--- src/rtl/ddc_rate_ctrl_pkg.sv ---
// -----------------------------------------------------------------------------
// ddc_rate_ctrl_pkg
// Definitions shared between the DDC rate controller and the DDC chain it
// programs: controller state encoding, settings-bus register offsets, field
// widths, and helpers that pack the settings-bus data words.
// -----------------------------------------------------------------------------
package ddc_rate_ctrl_pkg;

  typedef enum logic [2:0] {
    ST_IDLE     = 3'd0,
    ST_DECODE   = 3'd1,
    ST_QUIESCE  = 3'd2,
    ST_WR_SCALE = 3'd3,
    ST_WR_RATE  = 3'd4,
    ST_SETTLE   = 3'd5
  } state_t;

  // Register offsets relative to the chain's settings-bus base address.
  localparam int SCALE_OFS = 1;
  localparam int RATE_OFS  = 2;

  localparam int DECIM_W = 11;
  localparam int SCALE_W = 18;
  localparam int CIC_W   = 8;
  localparam int ADDR_W  = 8;
  localparam int DATA_W  = 32;

  function automatic logic [DATA_W-1:0] scale_word(input logic [SCALE_W-1:0] scale);
    return {14'b0, scale};
  endfunction

  // Rate register layout: [9] hb1 enable, [8] hb2 enable, [7:0] CIC decimation.
  function automatic logic [DATA_W-1:0] rate_word(input logic hb1, input logic hb2,
                                                  input logic [CIC_W-1:0] cic);
    return {22'b0, hb1, hb2, cic};
  endfunction

endpackage

--- src/rtl/ddc_decim_decode.sv ---
// -----------------------------------------------------------------------------
// ddc_decim_decode
// Purely combinational split of a total decimation into the CIC rate and the
// two half-band enables. Preference order: both half-bands (decim/4), then one
// half-band (decim/2), then CIC only. Only bit tests and fixed shifts are used.
// Ports:
//   decim  in  11  requested total decimation
//   cic    out  8  CIC decimation
//   hb1    out  1  first half-band enable
//   hb2    out  1  second half-band enable
//   err    out  1  decimation not representable
// -----------------------------------------------------------------------------
module ddc_decim_decode
  import ddc_rate_ctrl_pkg::*;
(
  input  logic [DECIM_W-1:0] decim,
  output logic [CIC_W-1:0]   cic,
  output logic               hb1,
  output logic               hb2,
  output logic               err
);

  always_comb begin
    cic = '0;
    hb1 = 1'b0;
    hb2 = 1'b0;
    err = 1'b0;
    // decim/4 in 1..255: low two bits clear, bit 10 clear, bits [9:2] non-zero.
    if (decim[1:0] == 2'b00 && !decim[10] && decim[9:2] != '0) begin
      hb1 = 1'b1;
      hb2 = 1'b1;
      cic = decim[9:2];
    // decim/2 in 1..255: bit 0 clear, bits [10:9] clear, bits [8:1] non-zero.
    end else if (!decim[0] && decim[10:9] == 2'b00 && decim[8:1] != '0) begin
      hb1 = 1'b1;
      cic = decim[8:1];
    end else if (decim[10:8] == 3'b000 && decim[7:0] != '0) begin
      cic = decim[7:0];
    end else begin
      err = 1'b1;
    end
  end

endmodule

--- src/rtl/ddc_rate_ctrl.sv ---
// -----------------------------------------------------------------------------
// ddc_rate_ctrl
// Reprograms the decimation rate and output scale of a DDC chain. A request is
// captured in IDLE, decoded, and (if the chain was running) the chain is held
// stopped for FLUSH_CYCLES before two settings-bus writes: scale, then rate.
// Two settle cycles follow before run is handed back to the RX control.
// Ports:
//   clk, rst               clock, synchronous active-high reset
//   cfg_valid/cfg_ready    request handshake (ready only in IDLE)
//   cfg_decim [10:0]       requested total decimation
//   cfg_scale [17:0]       output scale factor
//   run_in / run_out       run request in, gated registered run out
//   set_stb/addr/data      settings-bus write (addr/data hold between strobes)
//   cfg_err                one-cycle pulse when a request cannot be decoded
//   cur_cic/hb1/hb2        last programmed rate
//   busy                   state is not IDLE
// -----------------------------------------------------------------------------
module ddc_rate_ctrl
  import ddc_rate_ctrl_pkg::*;
#(
  parameter int BASE         = 0,
  parameter int FLUSH_CYCLES = 64
) (
  input  logic               clk,
  input  logic               rst,
  input  logic               cfg_valid,
  output logic               cfg_ready,
  input  logic [DECIM_W-1:0] cfg_decim,
  input  logic [SCALE_W-1:0] cfg_scale,
  input  logic               run_in,
  output logic               run_out,
  output logic               set_stb,
  output logic [ADDR_W-1:0]  set_addr,
  output logic [DATA_W-1:0]  set_data,
  output logic               cfg_err,
  output logic [CIC_W-1:0]   cur_cic,
  output logic               cur_hb1,
  output logic               cur_hb2,
  output logic               busy
);

  localparam logic [ADDR_W-1:0] SCALE_ADDR = ADDR_W'(BASE + SCALE_OFS);
  localparam logic [ADDR_W-1:0] RATE_ADDR  = ADDR_W'(BASE + RATE_OFS);
  localparam logic [9:0]        FLUSH_LAST = 10'(FLUSH_CYCLES - 1);

  state_t state, next_state;

  logic [DECIM_W-1:0] decim_q;
  logic [SCALE_W-1:0] scale_q;
  logic               run_q;
  logic [9:0]         flush_cnt;
  logic               settle_q;

  logic [CIC_W-1:0]   dec_cic;
  logic               dec_hb1;
  logic               dec_hb2;
  logic               dec_err;

  // The decoder sees only the captured request, so input changes after
  // acceptance cannot disturb a sequence in flight.
  ddc_decim_decode u_decode (
    .decim (decim_q),
    .cic   (dec_cic),
    .hb1   (dec_hb1),
    .hb2   (dec_hb2),
    .err   (dec_err)
  );

  assign cfg_ready = (state == ST_IDLE);
  assign busy      = (state != ST_IDLE);

  always_comb begin
    next_state = state;
    cfg_err    = 1'b0;
    case (state)
      ST_IDLE: begin
        if (cfg_valid) next_state = ST_DECODE;
      end
      ST_DECODE: begin
        if (dec_err) begin
          next_state = ST_IDLE;
          cfg_err    = 1'b1;
        end else if (run_q) begin
          next_state = ST_QUIESCE;
        end else begin
          next_state = ST_WR_SCALE;
        end
      end
      ST_QUIESCE: begin
        if (flush_cnt == FLUSH_LAST) next_state = ST_WR_SCALE;
      end
      ST_WR_SCALE: next_state = ST_WR_RATE;
      ST_WR_RATE:  next_state = ST_SETTLE;
      ST_SETTLE: begin
        if (settle_q) next_state = ST_IDLE;
      end
      default: next_state = ST_IDLE;
    endcase
  end

  // Request capture: loaded on acceptance only, held for the whole sequence.
  always_ff @(posedge clk) begin
    if (state == ST_IDLE && cfg_valid) begin
      decim_q <= cfg_decim;
      scale_q <= cfg_scale;
      run_q   <= run_in;
    end
  end

  // Control and bus outputs: registered from next_state so the strobe and
  // readback are visible during the WR_* state itself.
  always_ff @(posedge clk) begin
    if (rst) begin
      state     <= ST_IDLE;
      flush_cnt <= '0;
      settle_q  <= 1'b0;
      set_stb   <= 1'b0;
      set_addr  <= '0;
      set_data  <= '0;
      run_out   <= 1'b0;
      cur_cic   <= '0;
      cur_hb1   <= 1'b0;
      cur_hb2   <= 1'b0;
    end else begin
      state     <= next_state;
      flush_cnt <= (state == ST_QUIESCE && next_state == ST_QUIESCE) ? flush_cnt + 10'd1 : '0;
      settle_q  <= (state == ST_SETTLE) && !settle_q;
      run_out   <= run_in && (next_state == ST_IDLE);
      set_stb   <= 1'b0;
      case (next_state)
        ST_WR_SCALE: begin
          set_stb  <= 1'b1;
          set_addr <= SCALE_ADDR;
          set_data <= scale_word(scale_q);
        end
        ST_WR_RATE: begin
          set_stb  <= 1'b1;
          set_addr <= RATE_ADDR;
          set_data <= rate_word(dec_hb1, dec_hb2, dec_cic);
          cur_cic  <= dec_cic;
          cur_hb1  <= dec_hb1;
          cur_hb2  <= dec_hb2;
        end
        default: ;
      endcase
    end
  end

endmodule
--- config.mk ---
export PLATFORM = sky130hd
export DESIGN_NAME = ddc_rate_ctrl
export DESIGN_NICKNAME = d
export VERILOG_FILES = /design/src/rtl/ddc_rate_ctrl_pkg.sv /design/src/rtl/ddc_decim_decode.sv /design/src/rtl/ddc_rate_ctrl.sv
export SDC_FILE = /design/constraint.sdc
export NUM_CORES = 1
export LEC_CHECK = 0
export CORE_MARGIN = 3
export CORE_UTILIZATION = 52
export DETAILED_ROUTE_END_ITERATION = 10
export GPL_ROUTABILITY_DRIVEN = 0
export PLACE_DENSITY = 0.95
export SLEW_MARGIN = 10
export SYNTH_ARGS = -nofsm -noshare
export SYNTH_HDL_FRONTEND = slang
export SYNTH_HIERARCHICAL = 1
export SYNTH_SLANG_ARGS = --single-unit
--- constraint.sdc ---
create_clock -name clk -period 3.8 [get_ports clk]
set_input_delay 1.14 -clock clk [delete_from_list [all_inputs] [get_ports clk]]
set_output_delay 1.14 -clock clk [all_outputs]
set_load 0.005 [all_outputs]
# == Word level (Yosys, flattened, before mapping) ==
# Index checks and enable logic that the tools add are counted.
# W data, S select, Z words.
# op_classes
n_addsub,1
n_eq_ne,9
mux,20
bitwise,1
reduce_logical,24
# ops
operator,count
$pmux W32 S2,1
$mux W8,3
$reduce_bool A8 Y1,3
$pmux W3 S6,1
$pmux W8 S2,1
$eq A3 B2 Y1 const B,4
$add A10 B1 Y10 const B,1
$eq A10 B6 Y1 const B,1
$mux W1,10
$eq A3 B3 Y1 const B,3
$logic_and A1 B1 Y1,9
$logic_not A3 Y1,3
$mux W3,3
$logic_not A2 Y1,2
$reduce_or A2 Y1,2
$eq A3 B1 Y1 const B,1
$logic_not A1 Y1,3
$reduce_bool A3 Y1,1
$mux W2,1
$reduce_bool A2 Y1,1
$not A1 Y1,1
# word_totals
ff_bits,96
in_bits,33
out_inout_bits,55
word_cells,68

# == Longest topological paths before layout ==
# Gate-level depths: netlist of the first run.
# logic_depth
word_depth,11
ltp_mapped,10
depth_no_buf,7

# == By module ==
# The synthesis of the first run kept the hierarchy.
# modules_own_cells
mod,instances,cells_per_inst,area_each_um2,seq_area_each_um2
ddc_rate_ctrl,1,282,3056.7,1821.7
ddc_decim_decode,1,46,345.3,0.0

# == Worst setup path after synthesis of the first run ==
# No wires, ideal clock.
# synth_path
path_type,flip-flop to output port
startpoint,register decim_q[2]
endpoint,output port cfg_err
t_arrival_ps,1554
t_required_ps,2660
setup_slack_ps,1106
path_stages_with_launch,6
n_path_buf,0
path_cell_list,edfxtp_1 -> nor4_2 -> nand2_1 -> o31ai_1 -> inv_1 -> nor3_1
# synth_between
elab_chain_len,7
word_cells_on_any_way,11
cone_classes,mux: 5; reduce/logical: 6
# synth_rtl
item,line_no,text
start: declaration,ddc_rate_ctrl.sv:48,logic [DECIM_W-1:0] decim_q;
start signal: assignment,ddc_rate_ctrl.sv:104,decim_q <= cfg_decim;
$reduce_bool A8 Y1,ddc_decim_decode.sv:37,end else if (decim[10:8] == 3'b000 && decim[7:0] != '0) begin
$logic_and A1 B1 Y1,ddc_decim_decode.sv:37,
$mux W1,ddc_decim_decode.sv:37,
$mux W1,ddc_decim_decode.sv:34,end else if (!decim[0] && decim[10:9] == 2'b00 && decim[8:1] != '0) begin
$mux W1 (*),ddc_decim_decode.sv:29,if (decim[1:0] == 2'b00 && !decim[10] && decim[9:2] != '0) begin
net dec_err,ddc_rate_ctrl.sv:57,logic dec_err;
$mux W1 (*),ddc_rate_ctrl.sv:80,if (dec_err) begin
$mux W1 (*),ddc_rate_ctrl.sv:75,case (state)
end: declaration,ddc_rate_ctrl.sv:35,"output logic cfg_err,"
# Mark *: on every way through the listed nets, which the timed path passes. The rest lies on a longest branch.

# == Final worst setup path of the first run ==
# layout_path
startpoint,register decim_q[3]
endpoint,output port cfg_err
# Same word-level chain as after synthesis.

==> results.ini, run 1 <==
[finish]
drive_gt1_frac = 0.108
fin_nets = 417
final_cell_mix = 67 x clkdlybuf4s50_1, 46 x dfxtp_1, 33 x a21oi_1, 31 x nand2_1, 30 x edfxtp_1
antenna_cells = 0
fin_area_um2 = 4250
layout_commonest_cell = clkdlybuf4s50_1
stdcell_count = 463
area_delta_synth_final_pct = 25.0

[floorplanning]
pin_count = 88
die_width_um = 86.9
coreArea_um2 = 6130
start_util = 0.555
dieArea_um2 = 7550
die_h_um = 86.9
fp-row-count = 28

[critical_path]
critPathLaunch = decim_q[3]
endpoint = cfg_err
critPathArrivalTime_ns = 2.50
cp-end-kind = primary output
required_ns = 2.66
crit_type = register to primary output
r2r_slack_ns = 0.70
r2r_cells = 6
worstSetupStartpointType = register
worstReg2RegStart = decim_q[0]
worstPathMaxFanout = 4
timing.rr.end = set_data[6]

[grt]
grt_overflow_total = 0
antenna_found_initial = 0
first_global_vias = 2394
track_usage = 0.201
grt_max_degree = 42
grt_pass1_wl_um = 11700

[cts]
clk_pin_slew_worst_paths_ns = 0.08
cts_buffer_depth = 2
cts_tree = yes
cts_buffers = 9
cts.sinks = 76
clock_latency_ns = 0.35
htree_levels = 3
clock-root-buffer = clkbuf_8

[logic_synthesis]
syn_area_um2 = 3400
synth.top_cell.area_share = 0.271
ys_ff_latch = 76
yosysWarnings = 6
synth_edf_count = 30
synth_ff_type = dfxtp_1
syn_avg_cell_area_um2 = 10.4
async_flop_share = 0
ys_seq_area_frac = 0.535
yosys-top-cells-area = dfxtp_1 27%, edfxtp_1 26%, a21oi_1 4.9%, buf_4 4.4%, a21bo_1 3.8%
yosys.area.top_type = dfxtp_1
syn_inst = 328
synth_cell_types = 41

[placed_design]
dpl_cell_area_um2 = 3980
numPlacedInstances = 447
dpl.hpwl_um = 5040
io_buffers = 67

[power_and_ir_drop]
p_per_area_nw_per_um2 = 424
power_leakage_nw = 1.45
vdd_drop_max_uv = 345
p_total_mw = 1.80

[timing]
hold_slack_ns = 0.458
hold_violations = 0
slew_headroom = 0.198
drv_slew = 0
fin_crit_ns = 3.64
fin_crit_sh = 0.959
finalSetupViolations = 0
fin_setup_tns_ns = 0
fmax_mhz = 274
worstMarginPinSlew_ns = 1.20
fin_skew_ns = 0.0111
grt_setup_unrepaired = false

[drt]
wl_um = 7230
wl_per_cell_um = 15.6
detailedRoute.firstIterationViolations = 149
vias = 2553
ant_nets = 0
drcViolationCount = 0
drt_first_pass_iters = 4
routed_via_density = 5.51

[worst_hold_path]
hold_path.class = register to register
min_delay_path_depth = 2

[flow_run]
maxCapViolCount = 0

[status]
outcome = finished, final reports clean

==> cell families after synthesis <==
kind of cell             after synthesis  share of synthesized area
AO/OA/AOI/OAI                         69                      0.152
buffers and inverters                 47                     0.0827
multiplexers                           7                     0.0232
adder cells (fa/ha/maj)                1                    0.00368
other                                  1                    0.00110
flip-flops                            76                      0.535
XOR/XNOR                               8                     0.0206
AND/OR/NAND/NOR                      119                      0.181
==> cells in the mapped netlist (all sizes together), types with 2 or more instances <==
library cell	number
dfxtp	46
a21oi	33
nand2	31
edfxtp	30
buf	27
nor2	26
a21bo	18
clkbuf	17
nand3	13
a311oi	10
nand2b	8
nand4	8
mux2	7
nand3b	7
nor3	7
xnor2	6
or2	4
or4	4
inv	3
nor4	3
and2	2
nor2b	2
o21a	2
xor2	2
==> worst min-delay path by stage <==
| stage | endpoint | slack, ns | startpoint |
|---|---|---|---|
| after floorplan | settle_q | 0.42 | settle_q |
| after global placement | settle_q | 0.44 | settle_q |
| after detailed placement | cur_hb2 | 0.45 | cur_hb2 |
| after CTS | cur_hb2 | 0.46 | cur_hb2 |
| after global routing | settle_q | 0.48 | settle_q |
| final | cur_hb2 | 0.46 | cur_hb2 |
==> worst max-delay path, cell delays in order (launching register included) <==
cell             delay, ns
edfxtp_1              0.47
nor4_4                0.43
nand2_1               0.16
o31ai_2               0.28
inv_1                 0.10
nor3_1                0.19
clkdlybuf4s50_1       0.54
==> where the power goes <==
group,leakage (nW),total [mW],switching (mW),internal [mW]
registers,0.659,0.910,0.0267,0.884
clock network,0.116,0.747,0.307,0.440
logic,0.672,0.144,0.0653,0.0788
==> registers in the layout, indices dropped and copies added, names as in the netlist <==
signal     cells
run_q          1
cur_hb2        1
set_data      18
decim_q       11
cur_cic        8
settle_q       1
set_stb        1
set_addr       2
run_out        1
cur_hb1        1
flush_cnt     10
state          3
scale_q       18
==> metal layers <==
metal / vias up / wire, um / GRT usage
li1: 1238 / - / -
met1: 1189 / 2880 / 0.247
met2: 109 / 3570 / 0.326
met3: 17 / 545 / 0.0501
met4: 0 / 234 / 0.108
met5: - / 0 / 0
==> final cells by class <==
class / instances / area [um2]
timing repair buffer: 69 / 686
tap: 75 / 93.8
multi-input combinational: 224 / 1390
clock buffer: 9 / 124
fill: 455 / 1880
clock inverter: 7 / 123
sequential: 76 / 1820
inverter: 3 / 11.3
==> timing repair <==
| action | 4_1_cts | 5_1_grt |
|---|---|---|
| endpoints found under the setup margin | 1 | 1 |
| hold buffers | 0 | 0 |
| setup buffers | 0 | 0 |
| resized for setup | 2 | 1 |
==> per-stage QoR <==
step | utilization | worst slack [ns]
CTS | 0.693 | 0.0529
finish | 0.693 | 0.156
detailed placement | 0.650 | 0.365
floorplan | - | 1.11
global placement | 0.650 | 0.471
global route | 0.693 | 0.0187
(Power assumes the default switching activity.)
==> run 2: changes to the inputs <==
--- a/config.mk
+++ b/config.mk
@@ -15,3 +15,4 @@
 export SYNTH_HDL_FRONTEND = slang
 export SYNTH_HIERARCHICAL = 1
 export SYNTH_SLANG_ARGS = --single-unit
+export TNS_END_PERCENT = 100
==> results of run 2 <==
No change in the layout: final DEF, timing and power equal those of run 1.
